### config.mk
export PLATFORM = sky130hd
export DESIGN_NAME = vic_nest
export DESIGN_NICKNAME = d
export VERILOG_FILES = /design/src/rtl/vic_nest.sv
export SDC_FILE = /design/constraint.sdc
export NUM_CORES = 1
export LEC_CHECK = 0
export ABC_AREA = 1
export BUFFER_PORTS_ARGS = -buffer_cell sky130_fd_sc_hd__clkbuf_2
export CAP_MARGIN = 20
export CELL_PAD_IN_SITES_DETAIL_PLACEMENT = 0
export CELL_PAD_IN_SITES_GLOBAL_PLACEMENT = 2
export CORE_ASPECT_RATIO = 1.4
export CORE_MARGIN = 2
export CORE_UTILIZATION = 27
export DETAILED_ROUTE_END_ITERATION = 12
export GPL_TIMING_DRIVEN = 0
export HOLD_SLACK_MARGIN = 0.12
export PLACE_DENSITY_LB_ADDON = 0.15
export SLEW_MARGIN = 15
export SYNTH_ARGS = -nofsm -noshare
export SYNTH_HDL_FRONTEND = slang
export SYNTH_SLANG_ARGS = --single-unit
### constraint.sdc
create_clock -name g_clk -period 2.3 [get_ports g_clk]
set_clock_uncertainty 0.15 [all_clocks]
set_input_delay 0.115 -clock g_clk [delete_from_list [all_inputs] [get_ports g_clk]]
set_output_delay 0.115 -clock g_clk [all_outputs]
set_load 0.005 [all_outputs]
### src/rtl/vic_nest.sv
// vic_nest: vectored priority interrupt controller with per-channel edge/level mode,
// req/ack handshake and nested in-service register. Optional lost-edge counter: VIC_LOST_CNT_EN.
module vic_nest #(
    parameter int unsigned       N_CH       = 4,
    parameter int unsigned       VEC_W      = 8,
    parameter int unsigned       VEC_STRIDE = 4,
    parameter logic [N_CH-1:0]   EDGE_MASK  = N_CH'(4'b0011)
) (
    input  logic                     g_clk,
    input  logic                     g_clr,
    input  logic [N_CH-1:0]          irq,
    input  logic [N_CH-1:0]          mask,
    input  logic                     ien,
    input  logic [VEC_W-1:0]         vec_base,
    input  logic                     int_ack,
    input  logic                     int_done,
    output logic                     i_pending,
    output logic [VEC_W-1:0]         vector_out,
    output logic [$clog2(N_CH)-1:0]  active_id,
    output logic [N_CH-1:0]          in_service,
    output logic                     ack_err,
    output logic [7:0]               lost_cnt
);

    localparam int unsigned ID_W = $clog2(N_CH);

    typedef enum logic {ST_IDLE, ST_REQ} state_e;

    state_e             state_q, state_d;
    logic               req_q, req_d;
    logic [VEC_W-1:0]   vec_q, vec_d;
    logic [ID_W-1:0]    id_q, id_d;
    logic               ack_err_q, ack_err_d;
    logic [N_CH-1:0]    irq_q;
    logic [N_CH-1:0]    pend_q, pend_d;
    logic [N_CH-1:0]    isr_q, isr_d;

    logic [N_CH-1:0]    rise_c, above_c, elig_c, ack_oh_c, isr_done_c;
    logic [ID_W-1:0]    cand_c;
    logic               cand_found_c;
    logic               ack_take_c;
    logic [VEC_W-1:0]   vec_c;

    // Channels strictly above the lowest in-service bit; all ones when nothing is in service.
    assign rise_c     = irq & ~irq_q & EDGE_MASK;
    assign above_c    = (isr_q & (~isr_q + N_CH'(1))) - N_CH'(1);
    assign elig_c     = pend_q & mask & above_c;
    assign ack_take_c = (state_q == ST_REQ) && int_ack;
    assign ack_oh_c   = ack_take_c ? (N_CH'(1) << id_q) : '0;

    // Lowest-index eligible channel wins.
    always_comb begin
        cand_c       = '0;
        cand_found_c = 1'b0;
        for (int unsigned i = 0; i < N_CH; i++) begin
            if (elig_c[i] && !cand_found_c) begin
                cand_c       = ID_W'(i);
                cand_found_c = 1'b1;
            end
        end
    end

    assign vec_c = vec_base + VEC_W'(VEC_STRIDE) * VEC_W'(cand_c);

    // Edge bits latch until acked; level bits follow irq one cycle late.
    assign pend_d = (EDGE_MASK & ((pend_q & ~ack_oh_c) | rise_c)) | (~EDGE_MASK & irq);

    // Completion retires the lowest set ISR bit before a same-cycle ack is recorded.
    assign isr_done_c = int_done ? (isr_q & (isr_q - N_CH'(1))) : isr_q;
    assign isr_d      = isr_done_c | ack_oh_c;

    always_comb begin
        state_d   = state_q;
        req_d     = req_q;
        vec_d     = vec_q;
        id_d      = id_q;
        ack_err_d = 1'b0;
        case (state_q)
            ST_IDLE: begin
                ack_err_d = int_ack;
                if (ien && cand_found_c) begin
                    state_d = ST_REQ;
                    req_d   = 1'b1;
                    vec_d   = vec_c;
                    id_d    = cand_c;
                end
            end
            ST_REQ: begin
                if (int_ack || !ien) begin
                    state_d = ST_IDLE;
                    req_d   = 1'b0;
                end
            end
            default: state_d = ST_IDLE;
        endcase
    end

    always_ff @(posedge g_clk or negedge g_clr) begin
        if (!g_clr) begin
            state_q   <= ST_IDLE;
            req_q     <= 1'b0;
            vec_q     <= '0;
            id_q      <= '0;
            ack_err_q <= 1'b0;
            irq_q     <= '0;
            pend_q    <= '0;
            isr_q     <= '0;
        end else begin
            state_q   <= state_d;
            req_q     <= req_d;
            vec_q     <= vec_d;
            id_q      <= id_d;
            ack_err_q <= ack_err_d;
            irq_q     <= irq;
            pend_q    <= pend_d;
            isr_q     <= isr_d;
        end
    end

`ifdef VIC_LOST_CNT_EN
    logic [7:0] lost_q, lost_d;

    // One count per cycle in which any already-pending edge channel sees another edge.
    always_comb begin
        lost_d = lost_q;
        if (|(rise_c & pend_q) && (lost_q != 8'hFF)) begin
            lost_d = lost_q + 8'd1;
        end
    end

    always_ff @(posedge g_clk or negedge g_clr) begin
        if (!g_clr) begin
            lost_q <= 8'h00;
        end else begin
            lost_q <= lost_d;
        end
    end

    assign lost_cnt = lost_q;
`else
    assign lost_cnt = 8'h00;
`endif

    assign i_pending  = req_q;
    assign vector_out = vec_q;
    assign active_id  = id_q;
    assign in_service = isr_q;
    assign ack_err    = ack_err_q;

endmodule

; Word level (Yosys, flattened, before mapping)
; Index checks and enable logic that the tools add are counted.
[totals]
ff_bits = 23
in_bits = 21
out_inout_bits = 24
elab_cells = 56
[classes]
n_addsub = 4
n_eq_ne = 2
n_shift = 1
mux = 16
n_bitwise = 13
reduce_logical = 12
[op_table]
columns = operator, n
row1 = AND 4 bit, 4
row2 = two-way mux 1 bit, 10
row3 = adder 8 x 4 -> 8 bit, 1
row4 = two-way mux 4 bit, 2
row5 = subtractor 4 x 1 -> 4 bit (second input constant), 2
row6 = logical AND 1 bit, 5
row7 = adder 4 x 1 -> 4 bit (second input constant), 1
row8 = AND 2 bit, 2
row9 = logical NOT 1 bit, 4
row10 = two-way mux 2 bit, 2
row11 = inverter 2 bit, 2
row12 = inverter 4 bit, 1
row13 = bitwise OR 2 x 4 -> 4 bit, 1
row14 = bitwise OR 4 bit, 1
row15 = one-hot mux 1 bit (2 select lines), 2
row16 = AND reduction 2 bit, 2
row17 = << shifter 1 x 2 -> 4 bit (first input constant), 1
row18 = != test 2 x 1 -> 1 bit (second input constant), 1
row19 = != test 2 bit (second input constant), 1
row20 = bitwise OR 2 bit, 1
row21 = logical OR 1 bit, 1
row22 = inverter 1 bit, 1

; Logic depth before layout (Yosys ltp)
[logic_depth]
ltp_word = 18
mapped_depth = 13

; Worst setup path after synthesis
; OpenSTA, ideal clock, no wires.
[synth_path]
path_kind = reg-to-reg
startpoint = register isr_q[0], in the netlist in_service[0]
endpoint = register vec_q[6], in the netlist vector_out[6]
arrival_time_ns = 1.854
required_ns = 2.029
path_slack_ns = 0.174
stages_incl_launch_ff = 14
n_path_buf = 0
synth_period_minus_slack_ns = 2.126
cell_sequence = dfrtp_1 > inv_2 > nand2_4 > nor2_2 > nand2_2 > inv_1 > nand3_1 > nand2_1 > ha_1 > inv_1 > fa_1 > nor2_1 > xor2_1 > o21ai_2
[synth_between]
word_cells_on_any_way = 21
cone_classes = add/sub (3) / mux (7) / bitwise (3) / reduce/logical (8)
[synth_rtl]
columns = item, line_no
row1 = start: declaration, 36  ; logic [N_CH-1:0] isr_q, isr_d;
row2 = start signal: assignment, 116  ; isr_q <= isr_d;
row3 = inverter 4 bit, 46  ; assign above_c = (isr_q & (~isr_q + N_CH'(1))) - N_CH'(1);
row4 = adder 4 x 1 -> 4 bit, 46
row5 = AND 4 bit *, 46
row6 = subtractor 4 x 1 -> 4 bit *, 46
row7 = AND 4 bit *, 47  ; assign elig_c = pend_q & mask & above_c;
row8 = two-way mux 1 bit, 56  ; if (elig_c[i] && !cand_found_c) begin
row9 = logical NOT 1 bit, 56
row10 = logical AND 1 bit, 56
row11 = two-way mux 1 bit, 56
row12 = logical NOT 1 bit, 56
row13 = logical AND 1 bit, 56
row14 = two-way mux 1 bit, 56
row15 = logical NOT 1 bit, 56
row16 = logical AND 1 bit, 56
row17 = two-way mux 2 bit *, 56
row18 = net cand_c[0], 39  ; logic [ID_W-1:0] cand_c;
row19 = adder 8 x 4 -> 8 bit *, 63  ; assign vec_c = vec_base + VEC_W'(VEC_STRIDE) * VEC_W'(cand_c);
row20 = end signal: assignment, 111  ; vec_q <= vec_d;
row21 = end: declaration, 31  ; logic [VEC_W-1:0] vec_q, vec_d;
; The timed path passes the listed nets; every way through them passes the cells marked *.
; A chain may end at the register's enable or synchronous reset.

; Final worst setup path
; Same ends and word-level chain as after synthesis.

==> results.toml <==
[floorplan]
die_w_um = 59.4
rows = 28
die_area_mm2 = 0.00484
start_util = 0.278
fp.dieH_um = 81.5
core_mm2 = 0.00417
pin_count = 45

[power_and_ir_drop]
p_per_area_mw_per_mm2 = 955
clockPowerShare = 0.153
p_switching_w = 0.000606
peakVddDrop_mv = 0.335
p_comb_frac = 0.459
internal-power_w = 0.00102
p_seq_frac = 0.389
power_leakage_nw = 0.938
swShare = 0.373

[logic_synthesis]
ys_ff_latch = 23
avgSynthCellArea_um2 = 8.84
synthTopCellsByArea = "dfrtp_1 (50%), nand2_1 (12%), inv_1 (5.8%)"
synth_warnings = 0
synth_top_cell_by_area = "dfrtp_1"
ys_seq_area_frac = 0.497
syn_inst = 131
netlist_area_mm2 = 0.00116
ys_types = 28
synth_top_area_share = 0.497

[cells_and_area]
fillers = 443
drive_gt1_frac = 0.370
antenna_cells = 0
num-nets-final = 225
area_growth_pct = 47.0
utilization = 0.408

[drt]
drt_first_pass_iters = 4
vias = 1006
avgViaCountPerCell = 4.11
drc_errors = 0
wl_per_cell_um = 10.4
drt_iter0_markers = 17
antenna_left = 0
wirelength_mm = 2.55

[sta]
maxSlewViolCount = 0
rsz0062_at_grt = "yes"
post-route-min-period_ps = 2170
fin_setup_tns_ps = 0
tightest_slew_ps = 579
slew_headroom = 0.614
fin_crit_sh = 0.944
max_freq_ghz = 0.461
hold_violations = 0
setup_viol = 0

[worst_setup_path]
slowest_delay_ps = 410
timing.critical_path.buf_inv = 3
critPathMaxFanout = 3
crit_cells = 13
worstPathArrival_ps = 2180
crit_chain = "inv_2, nand2_4, nor2_4, nand2_2, inv_2, nand3_2, nand2_2, ha_4, inv_2, fa_2, nor2_2, xor2_1, o21ai_2"
reg2regPathDepth = 13
crit_slowest_cell = "dfrtp_1"
cp-start-kind = "register"
critPathKind = "reg -> reg"
cpMostUsedCell = "inv_2"
required_ps = 2300
path_delay_family = "simple AND/OR/NAND/NOR gates"
end_kind = "register"

[place]
hpwl_mm = 1.95
routabilityCongestion = 0.698
portBuffers = 36

[global_route]
grt_pass1_vias = 963
grt-ovfl-total = 0
grt_first_pass_wirelength_mm = 4.16
grt_start_max_net_pins = 24
grt_usage = 0.114
antenna_found_initial = 0

[clock_tree]
clk_path_buf_depth = 2
cts_sinks = 23
cts-buffers-inserted = 3
clkLatencyLatePin_ps = 260
tritoncts = "done"
cts-htree-levels = 1
root_buffer = "clkbuf_8"
path_clk_slew_ps = 80

[hold_path]
holdPathStages = 6
hold_path_class = "in -> reg"

[outcome]
status = "complete, no violations"

[job]
max-cap-violations = 0
## timing repair
item / in CTS / in global routing
gates resized for setup: 0 / 10
hold endpoints to repair: 43 / 0
hold buffers: 16 / 0
setup endpoints to repair: 1 / 2
pin swaps: 2 / 8
buffers inserted: 3 / 3
## state kept, by name, summed over array words and instances, names as in the netlist
name / count
i_pending: 1
in_service: 4
ack_err: 1
state_q: 1
vector_out: 8
pend_q: 4
active_id: 2
irq_q: 2
## power groups by stage
stage | clock network (W) | logic, W | registers (W)
finish | 0.000248 | 0.000746 | 0.000632
global route | 0.000280 | 0.000849 | 0.000651
CTS | 0.000264 | 0.000705 | 0.000633
detailed placement | 0 | 0.000634 | 0.000648
global placement | 0 | 0.000625 | 0.000642
floorplan | 0 | 0.000398 | 0.000641
## cells by family after synthesis
group           synth area share
compound gates            0.0896
other cells              0.00324
simple gates               0.222
fa+ha+maj                 0.0389
xor+xnor                  0.0227
flops                      0.497
buf+inv                    0.126
## cell usage in the layout (no fill, tap or decap)
cell	instances
clkbuf_2	36
nand2_1	35
dfrtp_1	23
dlygate4sd3_1	16
inv_1	15
buf_4	14
o21ai_0	9
conb_1	8
nor2_1	6
inv_2	4
clkbuf_8	3
nand2_4	2
nor2_4	2
nand2_2	2
nor2_2	2
nand3_2	2
o31ai_1	2
nand3_1	2
xor2_1	2
o21ai_2	2
nand4_1	1
and2_2	1
nor3_1	1
o21bai_1	1
o22ai_1	1
buf_8	1
a21o_1	1
xnor2_1	1
a21oi_1	1
fa_2	1
ha_1	1
ha_4	1
clkinv_2	1
## metrics by stage
| stage | hold slack (ps) | std cells | setup WS, ps | total power, W | cell area, µm² |
|---|---|---|---|---|---|
| 3_5_place_dp | 4.10 | 219 | -30.6 | 0.00128 | 1420 |
| 2_1_floorplan | -331 | 138 | 174 | 0.00104 | 1180 |
| 5_1_grt | 168 | 245 | -8.99 | 0.00178 | 1700 |
| 4_1_cts | 155 | 242 | 15.4 | 0.00160 | 1650 |
| 6_report | 156 | 245 | 129 | 0.00163 | 1700 |
| 3_3_place_gp | -0.961 | 219 | 0.0628 | 0.00127 | 1420 |
## worst reg2reg max path: stages (launching register included)
cell     delay (ps)
dfrtp_1         410
inv_2            90
nand2_4          70
nor2_4          110
nand2_2          80
inv_2            60
nand3_2          60
nand2_2         110
ha_4            140
inv_2            40
fa_2            400
nor2_2          120
xor2_1          180
o21ai_2          60
## cell type report
| cell class | count | area, µm² | area share |
|---|---|---|---|
| Multi-Input combinational cell | 87 | 493 | 0.289 |
| Clock inverter | 1 | 5.00 | 0.00294 |
| Clock buffer | 3 | 41.3 | 0.0242 |
| Sequential cell | 23 | 576 | 0.338 |
| Inverter | 19 | 71.3 | 0.0419 |
| Buffer | 9 | 75.1 | 0.0441 |
| Timing Repair Buffer | 58 | 385 | 0.226 |
| Tap cell | 45 | 56.3 | 0.0331 |
## final timing paths
path	startpoint	endpoint	slack [ps]
min reg2reg	irq_q[1]	pend_q[1]	290
max reg2reg	in_service[0]	vector_out[6]	130
max in group asynchronous	g_clr	vector_out[4]	1400
min	mask[0]	active_id[0]	160
max	in_service[0]	vector_out[6]	130
min in group asynchronous	g_clr	pend_q[3]	230
## synthesized netlist by cell type
master / number
o21bai_1: 1
nand2_4: 2
buf_8: 1
conb_1: 1
inv_2: 1
nand3_2: 1
nor2_1: 7
fa_1: 1
a21oi_1: 1
o21ai_0: 9
nand2_2: 1
a21o_1: 1
dfrtp_1: 23
o21ai_2: 2
nor2_2: 2
xnor2_1: 1
ha_1: 2
o31ai_1: 2
nand4_1: 1
nor3_1: 1
nor2_4: 1
and2_2: 1
nand2_1: 36
o22ai_1: 1
nand3_1: 3
buf_4: 8
xor2_1: 2
inv_1: 18
## metal layers
layer | track usage | vias to the layer above | routed length, µm
met4 | 0.0409 | 0 | 25
met5 | 0 | - | 0
met3 | 0.0189 | 2 | 83
li1 | - | 526 | -
met1 | 0.136 | 458 | 1050
met2 | 0.201 | 20 | 1400
No activity file was read; power rests on OpenSTA's default activity.
